<file path="src/rtl/alu_input_sequencer_if.sv">
// Switch/button inputs and operand/opcode/status outputs of the ALU input sequencer.
// The DUT connects through the slave modport; the driver of the buttons uses master.
interface alu_input_sequencer_if #(
    parameter int NB_DATA      = 8,
    parameter int NB_OPCODE    = 6,
    parameter int N_PULSADORES = 4
);
    logic signed [NB_DATA-1:0]   i_switches;
    logic [N_PULSADORES-1:0]     i_pulsadores;
    logic signed [NB_DATA-1:0]   o_op_1;
    logic signed [NB_DATA-1:0]   o_op_2;
    logic [NB_OPCODE-1:0]        o_opcode;
    logic                        o_valid;
    logic                        o_error;
    logic [1:0]                  o_state;

    modport master (
        output i_switches,
        output i_pulsadores,
        input  o_op_1,
        input  o_op_2,
        input  o_opcode,
        input  o_valid,
        input  o_error,
        input  o_state
    );

    modport slave (
        input  i_switches,
        input  i_pulsadores,
        output o_op_1,
        output o_op_2,
        output o_opcode,
        output o_valid,
        output o_error,
        output o_state
    );
endinterface

</file>
<file path="src/rtl/alu_input_sequencer.sv">
// Captures ALU operand A, operand B and opcode from the switches under debounced
// pushbutton control, enforcing the A -> B -> opcode load order.
module alu_input_sequencer #(
    parameter int NB_DATA         = 8,
    parameter int NB_OPCODE       = 6,
    parameter int N_PULSADORES    = 4,
    parameter int DEBOUNCE_CYCLES = 1000000
) (
    input  logic                  i_clock,
    input  logic                  i_reset,
    alu_input_sequencer_if.slave  bus
);
    localparam int NB_BTN = 4;
    localparam int CNT_W  = $clog2(DEBOUNCE_CYCLES);
    localparam logic [CNT_W-1:0] CNT_LAST = CNT_W'(DEBOUNCE_CYCLES - 1);

    typedef enum logic [1:0] {
        WAIT_A   = 2'd0,
        WAIT_B   = 2'd1,
        WAIT_OPC = 2'd2,
        DONE     = 2'd3
    } state_t;

    logic [NB_BTN-1:0] sync1_q, sync1_d;
    logic [NB_BTN-1:0] sync2_q, sync2_d;
    logic [NB_BTN-1:0] deb_q, deb_d;
    logic [NB_BTN-1:0] deb_prev_q, deb_prev_d;
    logic [CNT_W-1:0]  cnt_q [NB_BTN];
    logic [CNT_W-1:0]  cnt_d [NB_BTN];

    logic [NB_BTN-1:0] press;
    logic              multi_press;

    state_t                    state_q, state_d;
    logic signed [NB_DATA-1:0] op_1_q, op_1_d;
    logic signed [NB_DATA-1:0] op_2_q, op_2_d;
    logic [NB_OPCODE-1:0]      opcode_q, opcode_d;
    logic                      valid_q, valid_d;
    logic                      error_q, error_d;

    // The level flips only once the increment that would reach DEBOUNCE_CYCLES happens.
    always_comb begin
        sync1_d    = bus.i_pulsadores[NB_BTN-1:0];
        sync2_d    = sync1_q;
        deb_prev_d = deb_q;
        deb_d      = deb_q;
        for (int i = 0; i < NB_BTN; i++) begin
            cnt_d[i] = '0;
            if (sync2_q[i] != deb_q[i]) begin
                if (cnt_q[i] == CNT_LAST) begin
                    deb_d[i] = ~deb_q[i];
                end else begin
                    cnt_d[i] = cnt_q[i] + CNT_W'(1);
                end
            end
        end
    end

    assign press       = deb_q & ~deb_prev_q;
    assign multi_press = |(press & (press - 4'd1));

    always_comb begin
        state_d  = state_q;
        op_1_d   = op_1_q;
        op_2_d   = op_2_q;
        opcode_d = opcode_q;
        valid_d  = 1'b0;
        error_d  = 1'b0;
        if (press != '0) begin
            if (multi_press) begin
                error_d = 1'b1;
            end else if (press[3]) begin
                state_d  = WAIT_A;
                op_1_d   = '0;
                op_2_d   = '0;
                opcode_d = '0;
            end else begin
                case (state_q)
                    WAIT_A: begin
                        if (press[0]) begin
                            op_1_d  = bus.i_switches;
                            state_d = WAIT_B;
                        end else begin
                            error_d = 1'b1;
                        end
                    end
                    WAIT_B: begin
                        if (press[1]) begin
                            op_2_d  = bus.i_switches;
                            state_d = WAIT_OPC;
                        end else begin
                            error_d = 1'b1;
                        end
                    end
                    WAIT_OPC: begin
                        if (press[2]) begin
                            opcode_d = bus.i_switches[NB_OPCODE-1:0];
                            state_d  = DONE;
                            valid_d  = 1'b1;
                        end else begin
                            error_d = 1'b1;
                        end
                    end
                    default: begin
                        // In DONE, A restarts a sequence while B/opcode are edited in place.
                        if (press[0]) begin
                            op_1_d  = bus.i_switches;
                            state_d = WAIT_B;
                        end else if (press[1]) begin
                            op_2_d  = bus.i_switches;
                            valid_d = 1'b1;
                        end else begin
                            opcode_d = bus.i_switches[NB_OPCODE-1:0];
                            valid_d  = 1'b1;
                        end
                    end
                endcase
            end
        end
    end

    always_ff @(posedge i_clock or posedge i_reset) begin
        if (i_reset) begin
            sync1_q    <= '0;
            sync2_q    <= '0;
            deb_q      <= '0;
            deb_prev_q <= '0;
            for (int i = 0; i < NB_BTN; i++) begin
                cnt_q[i] <= '0;
            end
            state_q  <= WAIT_A;
            op_1_q   <= '0;
            op_2_q   <= '0;
            opcode_q <= '0;
            valid_q  <= 1'b0;
            error_q  <= 1'b0;
        end else begin
            sync1_q    <= sync1_d;
            sync2_q    <= sync2_d;
            deb_q      <= deb_d;
            deb_prev_q <= deb_prev_d;
            for (int i = 0; i < NB_BTN; i++) begin
                cnt_q[i] <= cnt_d[i];
            end
            state_q  <= state_d;
            op_1_q   <= op_1_d;
            op_2_q   <= op_2_d;
            opcode_q <= opcode_d;
            valid_q  <= valid_d;
            error_q  <= error_d;
        end
    end

    assign bus.o_op_1   = op_1_q;
    assign bus.o_op_2   = op_2_q;
    assign bus.o_opcode = opcode_q;
    assign bus.o_valid  = valid_q;
    assign bus.o_error  = error_q;
    assign bus.o_state  = state_q;
endmodule

</file>
<file path="src/flat_wrapper.sv">
// flat-port wrapper written by rule: the top's interface ports become plain ports
module alu_input_sequencer_flat 
#(
    parameter int NB_DATA         = 8,
    parameter int NB_OPCODE       = 6,
    parameter int N_PULSADORES    = 4,
    parameter int DEBOUNCE_CYCLES = 1000000
)
  (i_clock, i_reset, bus_i_switches, bus_i_pulsadores, bus_o_op_1, bus_o_op_2, bus_o_opcode, bus_o_valid, bus_o_error, bus_o_state);
  alu_input_sequencer_if #(.NB_DATA(NB_DATA), .NB_OPCODE(NB_OPCODE), .N_PULSADORES(N_PULSADORES)) bus_i ();
  input  logic i_clock;
  input  logic i_reset;
  input wire logic [$bits(bus_i.i_switches)-1:0] bus_i_switches;
  input wire logic [$bits(bus_i.i_pulsadores)-1:0] bus_i_pulsadores;
  output wire logic [$bits(bus_i.o_op_1)-1:0] bus_o_op_1;
  output wire logic [$bits(bus_i.o_op_2)-1:0] bus_o_op_2;
  output wire logic [$bits(bus_i.o_opcode)-1:0] bus_o_opcode;
  output wire logic [$bits(bus_i.o_valid)-1:0] bus_o_valid;
  output wire logic [$bits(bus_i.o_error)-1:0] bus_o_error;
  output wire logic [$bits(bus_i.o_state)-1:0] bus_o_state;
  assign bus_i.i_switches = bus_i_switches;
  assign bus_i.i_pulsadores = bus_i_pulsadores;
  assign bus_o_op_1 = bus_i.o_op_1;
  assign bus_o_op_2 = bus_i.o_op_2;
  assign bus_o_opcode = bus_i.o_opcode;
  assign bus_o_valid = bus_i.o_valid;
  assign bus_o_error = bus_i.o_error;
  assign bus_o_state = bus_i.o_state;
  alu_input_sequencer #(.NB_DATA(NB_DATA), .NB_OPCODE(NB_OPCODE), .N_PULSADORES(N_PULSADORES), .DEBOUNCE_CYCLES(DEBOUNCE_CYCLES)) u_core (.i_clock(i_clock), .i_reset(i_reset), .bus(bus_i));
endmodule
</file>
<file path="config.mk">
export PLATFORM = sky130hd
export DESIGN_NAME = alu_input_sequencer_flat
export DESIGN_NICKNAME = d
export VERILOG_FILES = /design/src/rtl/alu_input_sequencer_if.sv /design/src/rtl/alu_input_sequencer.sv /design/src/flat_wrapper.sv
export SDC_FILE = /design/constraint.sdc
export NUM_CORES = 1
export LEC_CHECK = 0
export ABC_CLOCK_PERIOD_IN_PS = 5300
export CAP_MARGIN = 10
export CORE_ASPECT_RATIO = 1.1
export CORE_UTILIZATION = 59
export DETAILED_ROUTE_END_ITERATION = 7
export PLACE_DENSITY_LB_ADDON = 0.2
export SETUP_SLACK_MARGIN = 0.2
export SYNTH_ARGS = -nofsm -noshare
export SYNTH_HDL_FRONTEND = slang
export SYNTH_SLANG_ARGS = --single-unit
</file>
<file path="constraint.sdc">
create_clock -name i_clock -period 5.3 [get_ports i_clock]
set_input_delay 1.59 -clock i_clock [delete_from_list [all_inputs] [get_ports i_clock]]
set_output_delay 1.59 -clock i_clock [all_outputs]
set_load 0.02 [all_outputs]
</file>
* After elaboration in Yosys (flattened, before gate mapping) *
Index checks and enable logic that the tools add are counted.

operators by class
  add/subtract/negate cells = 5
  equal/unequal tests = 18
  mux-type cells = 37
  bitwise operators = 8
  reduce and logical (&&, ||, !) cells = 16

operators by type and width
  kind                     count
  $mux W20                 8
  $add A20 B1 Y20 const B  4
  $eq A20 B20 Y1 const B   4
  $mux W8                  6
  $mux W6                  4
  $pmux W8 S2              1
  $pmux W6 S2              1
  $mux W1                  10
  $ne A3 B2 Y1 const B     3
  $and A4 B4 Y4            2
  $mux W2                  4
  $reduce_and A2 Y1        4
  $reduce_and A4 Y1        2
  $reduce_bool A4 Y1       2
  $ne A2 B1 Y1 const B     3
  $ne A3 B1 Y1 const B     2
  $reduce_and A6 Y1        1
  $reduce_or A2 Y1         3
  $not A1 Y1               5
  $reduce_and A5 Y1        1
  $ne A1 B1 Y1             4
  $not A4 Y4               1
  $pmux W2 S2              1
  $reduce_or A4 Y1         1
  7 further kinds          7

storage, ports and cells
  register bits = 122
  bits of input ports = 14
  output and inout bits = 26
  word-level logic and storage cells = 101

* Depth between registers and ports, before layout *
  depth in word-level cells = 7
  depth in mapped cells = 7
  mapped depth without buffers = 6

* Worst setup path before layout *
Ideal clock, no wire load.

  path type = reg-to-output
  from = register u_core.state_q[0], in the netlist u_core.bus.o_state[0]
  to = output port bus_o_state[0]
  arrival = 492 ps
  data required time = 3,710 ps
  path slack = 3,218 ps
  cell stages (with the launch flop) = 1
  path buffers = 0
  cell sequence = dfrtp_1

RTL lines
  item                      RTL line                    source
  start: declaration        alu_input_sequencer.sv:34   state_t state_q, state_d;
  start signal: assignment  alu_input_sequencer.sv:145  state_q <= state_d;
  end: declaration          flat_wrapper.sv:20          output wire logic [$bits(bus_i.o_state)-1:0] bus_o_state;

No word-level cell between the ends.

* Worst setup path after layout *
  from = register u_core.state_q[0], in the netlist u_core.bus.o_state[0]
  to = output port bus_o_state[0]

No word-level cell between the ends.

==> impl_metrics.yaml <==
run_status:
  status: "finished clean"
grt:
  grt_pass1_wl_um: 18100
  globalRoute.totalOverflow: 0
  antenna_found_initial: 0
  grt_usage_pct: 23.8
  grt_pass1_vias: 3998
  grt_max_degree: 66
clocking:
  cts_tree: "done"
  post_cts_buffers: 0
  clock_sinks: 122
  clk_latency_ns: 0.52
  cts_made_buffers: 17
  root_buffer: "clkbuf_8"
  clk_pin_slew_worst_paths_ns: 0.06
  cts_resized: 0
  clock_path_buffers: 2
  htreeDepth: 4
  cts_hold_buf: 0
timing:
  fin_crit_ns: 3.19
  fin_tns_setup_ns: 0
  setup_violations: 0
  slew_headroom_pct: 30.3
  rsz0062_at_grt: "false"
  skew_ns: 0.0112
  post-route-period-util_pct: 60.2
  fmax_ghz: 0.313
  hold_viol: 0
  worstMarginPinSlew_ns: 1.04
  maxSlewViolCount: 0
  fin_ws_ns: 2.11
  timing.hold.ws_ns: 0.349
final_layout:
  fin_util_pct: 72.2
  nNetsFinal: 612
  n_antenna_cell: 0
  multiInputGateArea_mm2: 0.00243
  regArea_mm2: 0.00305
  drive_above_1_share_pct: 8.14
  fill_cells: 646
  areaGrowthSynthToFinish_pct: 19.3
pwr:
  pwr_density_cell_mw_per_mm2: 325
  p_leak_nw: 3.00
  pwr-share-comb_pct: 2.7
  vdd_drop_max_mv: 0.183
  pwr-share-clk_pct: 53.8
  p_sw_mw: 0.460
  p_seq_share_pct: 43.6
  switching_share_pct: 21.1
  p_int_mw: 1.72
critical_path:
  critPathLaunchType: "register"
  timing.rr.start: "u_core.deb_prev_d[1]$_DFFE_PP0P_"
  cpPeakStageDelay_ns: 0.66
  worst-path-stages: 1
  rr_endpoint: "u_core.bus.o_op_2[0]$_DFFE_PP0P_"
  cp_top_family: "buffers and inverters"
  critical_path.startpoint: "u_core.bus.o_state[0]$_DFFE_PP0P_"
  endpoint: "bus_o_state[0]"
  cp_data_required_time_ns: 3.71
  critical_path_class: "reg -> out"
  worstRegToRegCells: 4
  worstPathArrival_ns: 1.60
  reg2reg_setup_slack_ns: 2.79
  crit_chain: "clkdlybuf4s50_1"
  worst-path-max-fanout: 6
  crit_slowest_cell: "clkdlybuf4s50_1"
  crit_buf_inv: 1
  endpoint_kind: "output port"
logic_synthesis:
  synth_most_common_cell: "dfrtp_1"
  yosys.area.top_type_share_pct: 54.2
  synthFlopType: "dfrtp_1"
  syn-num-nets: 569
  post-synth-top-area-cell: "dfrtp_1"
  synth_cell_types: 46
  seq_area_frac_synth_pct: 54.2
  avgSynthCellArea_um2: 10.3
  synthesis.area_mm2: 0.00563
  synth-seq-cells: 122
  synth-edff-count: 0
  synthTopCellsByCount: "122 x dfrtp_1, 92 x nor2_1, 52 x xor2_1"
  ys_warn_count: 0
  synth.area.top_cells: "dfrtp_1 54%, xor2_1 8.1%, nor2_1 6.1%, xnor2_1 3.9%, nand3_1 3.6%"
  synthArstFlopShare_pct: 100
  netlist_instances: 546
drt:
  vias: 4049
  vias_per_cell: 5.63
  drtAntennaViolNets: 0
  first_pass_iters: 4
  drcViolationCount: 0
  drt-initial-drc-count: 211
  routed_wl_um: 10700
  wl_per_cell_um: 14.9
die:
  ios: 40
  die_x_um: 95.1
  dieArea_mm2: 0.00994
  start_util_pct: 60.5
  core_area_mm2: 0.00931
  rows: 37
  fp.dieH_um: 104
flow_run:
  max_cap_viol_count: 0
place:
  post-place-ws_ns: 2.38
  hpwl_um: 6910
  gp_congestion: 0.820
  port_buffers: 39
worst_hold_path:
  hold_path.class: "reg -> reg"
==> power by group through the flow <==
stage,combinational (mW),clock (mW),sequential (mW)
after floorplan,0.0384,0,0.966
after global placement,0.0586,0,0.968
after detailed placement,0.0595,0,0.968
after CTS,0.0600,1.19,0.952
after global routing,0.0683,1.24,0.953
final,0.0581,1.17,0.952
==> placed cells by master (no fill, tap or decap), types with 7 or more instances in the layout <==
master and n:
xor2_1 52, clkbuf_16 16, nand4_1 15, nor4_1 7, clkdlybuf4s50_1 39, nand2_1 45
o21ai_0 21, nand3_1 41, inv_1 14, xnor2_1 25, nor3_1 10, nor2_1 92
dfrtp_1 122, ha_1 9, and3_1 15, and4_1 10
==> stage by stage <==
step	total power, mW	area (µm²)	cells
3_5_place_dp	1.03	6100	687
2_1_floorplan	1.00	5630	546
5_1_grt	2.26	6720	719
3_3_place_gp	1.03	6100	687
4_1_cts	2.20	6720	719
6_report	2.18	6720	719
==> sequential cells by signal, summed over array words and instances (netlist names) <==
register / flops
u_core.bus.o_opcode: 6
u_core.cnt_q: 80
u_core.deb_prev_q: 4
u_core.bus.o_op_2: 8
u_core.deb_prev_d: 4
u_core.bus.o_error: 1
u_core.bus.o_op_1: 8
u_core.bus.o_state: 2
u_core.bus.o_valid: 1
u_core.sync2_q: 4
u_core.sync1_q: 4
==> how the worst min path moves through the flow <==
stage	cells after the start	slack, ns	start	endpoint
CTS	0	0.35	u_core.sync1_q[2]$_DFF_PP0_	u_core.sync2_q[2]$_DFF_PP0_
finish	0	0.35	u_core.sync1_q[2]$_DFF_PP0_	u_core.sync2_q[2]$_DFF_PP0_
global route	0	0.35	u_core.sync1_q[2]$_DFF_PP0_	u_core.sync2_q[2]$_DFF_PP0_
floorplan	0	0.33	u_core.sync1_q[0]$_DFF_PP0_	u_core.sync2_q[0]$_DFF_PP0_
global placement	0	0.33	u_core.sync1_q[1]$_DFF_PP0_	u_core.sync2_q[1]$_DFF_PP0_
detailed placement	0	0.33	u_core.sync1_q[2]$_DFF_PP0_	u_core.sync2_q[2]$_DFF_PP0_
==> cells by family after synthesis <==
family	Yosys count	synth area share, %
AO/OA/AOI/OAI	38	4.69
XOR/XNOR	77	12.0
adder cells (fa/ha/maj)	10	2.18
buffers and inverters	31	2.56
flip-flops	122	54.2
multiplexers	4	0.800
AND/OR/NAND/NOR	264	23.6
==> metal layers <==
| metal | track usage, % | routed length (µm) |
|---|---|---|
| met4 | 7.58 | 90 |
| met5 | 0 | 0 |
| met2 | 37.2 | 5290 |
| met3 | 8.85 | 552 |
| met1 | 30.4 | 4790 |
==> layout make-up <==
class,count,share of cell area (%)
Tap cell,117,2.18
Clock inverter,15,3.00
Multi-Input combinational cell,393,36.2
Sequential cell,122,45.5
Clock buffer,17,6.17
Timing Repair Buffer,40,6.11
Inverter,15,0.876
Note: power is estimated with default switching activity, not from simulation.
